$ cat src/rtl/sram_port_arbiter.sv
// Purpose: shares one single-port SRAM between the fetch requester and the
//   execute-stage data requester; data has priority, a starvation counter
//   forces a fetch win after STARVE_LIMIT consecutive contested losses.
// Latency: grant/addr_ok are combinational (zero-cycle acceptance); the
//   data_ok and read data for a grant in cycle N appear in cycle N+1.
// Backpressure: the losing requester is simply not accepted (addr_ok = 0)
//   and keeps its request held until it wins; a new grant can issue every cycle.
//
// Ports:
//   clk, reset            clock, synchronous active-high reset
//   inst_req/inst_addr    fetch read request; inst_addr_ok accepts it
//   inst_data_ok/rdata    fetch read response, one cycle after the grant
//   data_req/wr/wstrb/addr/wdata   data request; data_addr_ok accepts it
//   data_data_ok/rdata    data response (reads and writes), one cycle later
//   sram_*                single SRAM port; sram_rdata valid cycle after read
module sram_port_arbiter #(
   parameter int unsigned STARVE_LIMIT = 4
) (
   input  logic        clk,
   input  logic        reset,
   input  logic        inst_req,
   input  logic [31:0] inst_addr,
   output logic        inst_addr_ok,
   output logic        inst_data_ok,
   output logic [31:0] inst_rdata,
   input  logic        data_req,
   input  logic        data_wr,
   input  logic [3:0]  data_wstrb,
   input  logic [31:0] data_addr,
   input  logic [31:0] data_wdata,
   output logic        data_addr_ok,
   output logic        data_data_ok,
   output logic [31:0] data_rdata,
   output logic        sram_en,
   output logic [3:0]  sram_wen,
   output logic [31:0] sram_addr,
   output logic [31:0] sram_wdata,
   input  logic [31:0] sram_rdata
);

   localparam logic [3:0] LIMIT = 4'(STARVE_LIMIT);

   logic       resp_valid_q, resp_valid_d;
   logic       resp_owner_q, resp_owner_d;   // 1 = data, 0 = fetch
   logic [3:0] starve_cnt_q, starve_cnt_d;

   logic both_req;
   logic grant_inst;
   logic grant_data;

   // Grant decision. Reset suppresses every grant so all outputs stay 0.
   always_comb begin
      both_req   = inst_req & data_req;
      grant_inst = 1'b0;
      grant_data = 1'b0;
      if (!reset) begin
         if (both_req) begin
            if (starve_cnt_q == LIMIT) begin
               grant_inst = 1'b1;
            end else begin
               grant_data = 1'b1;
            end
         end else begin
            grant_inst = inst_req;
            grant_data = data_req;
         end
      end
   end

   // SRAM port drive and acceptance.
   always_comb begin
      inst_addr_ok = grant_inst;
      data_addr_ok = grant_data;
      sram_en      = grant_inst | grant_data;
      sram_wen     = 4'h0;
      sram_addr    = 32'h0;
      sram_wdata   = 32'h0;
      if (grant_data) begin
         sram_addr  = data_addr;
         sram_wen   = data_wr ? data_wstrb : 4'h0;
         sram_wdata = data_wdata;
      end else if (grant_inst) begin
         sram_addr  = inst_addr;
      end
   end

   // Response steering; reset masks a response still in flight.
   always_comb begin
      inst_data_ok = ~reset & resp_valid_q & ~resp_owner_q;
      data_data_ok = ~reset & resp_valid_q &  resp_owner_q;
      inst_rdata   = reset ? 32'h0 : sram_rdata;
      data_rdata   = reset ? 32'h0 : sram_rdata;
   end

   // Next-state: response tracking and starvation counter.
   always_comb begin
      resp_valid_d = grant_inst | grant_data;
      resp_owner_d = grant_data;
      starve_cnt_d = starve_cnt_q;
      if (grant_inst || !inst_req) begin
         starve_cnt_d = 4'h0;
      end else if (both_req && grant_data) begin
         // Fetch lost a contested cycle; saturate at the forcing threshold.
         if (starve_cnt_q != LIMIT) begin
            starve_cnt_d = starve_cnt_q + 4'h1;
         end
      end
   end

   always_ff @(posedge clk) begin
      if (reset) begin
         resp_valid_q <= 1'b0;
         resp_owner_q <= 1'b0;
         starve_cnt_q <= 4'h0;
      end else begin
         resp_valid_q <= resp_valid_d;
         resp_owner_q <= resp_owner_d;
         starve_cnt_q <= starve_cnt_d;
      end
   end

endmodule

$ cat config.mk
export PLATFORM = sky130hd
export DESIGN_NAME = sram_port_arbiter
export DESIGN_NICKNAME = d
export VERILOG_FILES = /design/src/rtl/sram_port_arbiter.sv
export SDC_FILE = /design/constraint.sdc
export NUM_CORES = 1
export LEC_CHECK = 0
export BUFFER_PORTS_ARGS = -buffer_cell sky130_fd_sc_hd__buf_2
export CAP_MARGIN = 25
export CORE_AREA = 2 2 107 109
export DETAILED_ROUTE_END_ITERATION = 6
export DIE_AREA = 0 0 109 111
export PLACE_DENSITY = 0.52
export REMOVE_ABC_BUFFERS = 1
export SLEW_MARGIN = 25
export SYNTH_ARGS = -nofsm -noshare
export SYNTH_HDL_FRONTEND = slang
export SYNTH_SLANG_ARGS = --single-unit
$ cat constraint.sdc
create_clock -name clk -period 2.7 [get_ports clk]
set_input_delay 0.81 -clock clk [delete_from_list [all_inputs] [get_ports clk]]
set_output_delay 0.81 -clock clk [all_outputs]
set_load 0.005 [all_outputs]
==> flow_summary.yaml <==
status:
  status: "finished clean"
sta:
  max_slew_margin: 0.767
  rsz0062_at_grt: "false"
  finalSetupViolCount: 0
  whs_ns: 0.486
  worst_pin_slew_ns: 0.349
  slew_viol_final: 0
  fin_worst_skew_ns: 0.000690
  max_freq_ghz: 0.379
  finalCritPeriodShare: 0.978
  setup_slack_ns: 0.0595
  min_period_ns: 2.64
  finalHoldViolations: 0
  fin_tns_setup_ns: 0
placed_design:
  gp_congestion: 0.738
  post-place-ws_ns: 0.0603
  place_hpwl_um: 5560
  io_buffer_count: 273
  place_area_sq_um: 2620
clock_network:
  cts_tree: "built"
  cts_hold_buf: 0
  clk_latency_ns: 0.23
  clk_pin_slew_ns: 0.03
  cts_resized: 0
  htree_levels: 1
  cts_buffers: 3
  clock_sinks: 6
  clk_root_buffer_cell: "clkbuf_16"
  cts_buffer_depth: 2
  cts_setup_buffers: 0
yosys:
  synth_top_area_share: 0.212
  synth.yosys.seq_area_share: 0.0909
  yosys.area.top_type: "a22o_1"
  async_flop_share: 0
  synthTopCellsByCount: "32 x a22o_1, 32 x and2_1, 32 x buf_4, 32 x nor2b_1, 8 x buf_2"
  synthTopCellsByArea: "a22o_1 21%, buf_4 18%, and2_1 15%"
  synth-seq-cells: 6
  synth_edf_count: 0
  synth.distinct_cells: 23
  yosys_warnings: 0
  netlist_area_sq_um: 1320
  synthCells: 177
  ys.flop_type: "dfxtp_1"
  syn_avg_cell_area_sq_um: 7.46
die:
  core_sq_um: 11100
  num_rows: 39
  dieArea_sq_um: 12100
  fp.dieW_um: 109
  pin_count: 274
  die_y_um: 111
  start_util: 0.119
detailed_routing:
  dr.pass1.iters: 4
  vias: 2069
  drc: 0
  ant_nets: 0
  drt_iter0_markers: 47
  vias_per_cell: 3.72
  wirelength_um: 6360
  wire_per_inst_um: 11.4
final_layout:
  multiInputGateArea_sq_um: 865
  final_layout_size_suffix_gt1_frac: 0.692
  design_area_sq_um: 2690
  nets: 554
  n_fill_cell: 1231
  antenna_cells: 0
  seq_area_sq_um: 120
  syn_to_final_growth_pct: 104
global_routing:
  grt_pass1_vias: 1823
  grt_use_total: 0.0907
  grt_pass1_wl_um: 8840
  antenna_found_initial: 0
  grt_max_degree: 64
  grt-ovfl-total: 0
min_path:
  holdCritPathClass: "reg2reg"
worst_setup_path:
  cp.arrival_ns: 1.83
  worst-setup-path-type: "in2out"
  crit_required_ns: 1.89
  start_kind: "primary input"
  end_kind: "primary output"
  r2r_slack_ns: 1.58
  path_max_fanout: 63
power:
  power_uw: 659
  p_leak_nw: 1.71
  vdd_drop_max_mv: 0.161
  power.density_nw_per_um2: 245
run:
  drv_cap: 0
[path summary, 6_finish.rpt]
path | from | to | cells after the start
worst max-delay path | inst_req | sram_addr[7] | 6
worst min-delay path | starve_cnt_q[0] | starve_cnt_q[0] | 1
worst max register to register | starve_cnt_q[0] | starve_cnt_q[3] | 5
worst min register to register | starve_cnt_q[0] | starve_cnt_q[0] | 1
[state kept, by name, indices dropped and copies added (netlist names)]
name and cells:
resp_owner_q 1, resp_valid_q 1, starve_cnt_q 4
[worst max-delay path, cell delays in order]
cell and delay, ns:
buf_2 0.09, inv_1 0.04, o211a_2 0.28, buf_12 0.18, a22o_1 0.27, buf_2 0.13
[layout by cell type, fill, tap and decap left out]
cell type	count
o211a_1	1
buf_2	273
inv_1	5
nor3b_1	1
nand3_1	1
nand2b_4	1
a22o_1	32
dfxtp_1	6
nand3b_4	1
buf_12	2
and3_1	5
a21oi_2	1
o211a_2	1
xor2_1	1
xnor2_1	1
buf_4	4
nor3_1	4
clkbuf_16	3
nor2_1	3
and2_1	32
nand2_1	1
ha_1	2
nor2b_1	32
[per-stage QoR]
stage	instances	utilization
finish	556	0.243
global route	556	0.243
CTS	556	0.243
detailed placement	553	0.236
global placement	553	0.236
floorplan	131	-
[cells by family after synthesis]
group | count (synthesis) | share of synthesized area
adders and majority gates | 2 | 0.0189
DFF | 6 | 0.0909
buffers and inverters | 51 | 0.255
AOI/OAI and AO/OA | 35 | 0.234
xor gates and xnor gates | 2 | 0.0133
and+or+nand+nor | 81 | 0.388
[power by group]
group | internal [mW] | switching (mW) | total, mW
Combinational | 0.189 | 0.134 | 0.323
Sequential | 0.0918 | 0.00150 | 0.0933
Clock | 0.190 | 0.0523 | 0.243
Total | 0.471 | 0.188 | 0.659
[per-layer routing]
metal / part of all wire / GRT usage / wire, um / vias to the layer above
met3: 0.087 / 0.0123 / 556 / 4
met4: 0.0090 / 0.0239 / 57 / 0
met1: 0.39 / 0.111 / 2490 / 901
met2: 0.51 / 0.163 / 3260 / 125
met5: 0 / 0 / 0 / -
li1: - / - / - / 1039
[area by class of cell]
type | count | area share
Inverter | 5 | 0.00697
Multi-Input combinational cell | 120 | 0.321
Tap cell | 143 | 0.0664
Timing Repair Buffer | 279 | 0.533
Clock buffer | 3 | 0.0279
Sequential cell | 6 | 0.0446
No activity file was read; power rests on OpenSTA's default activity.
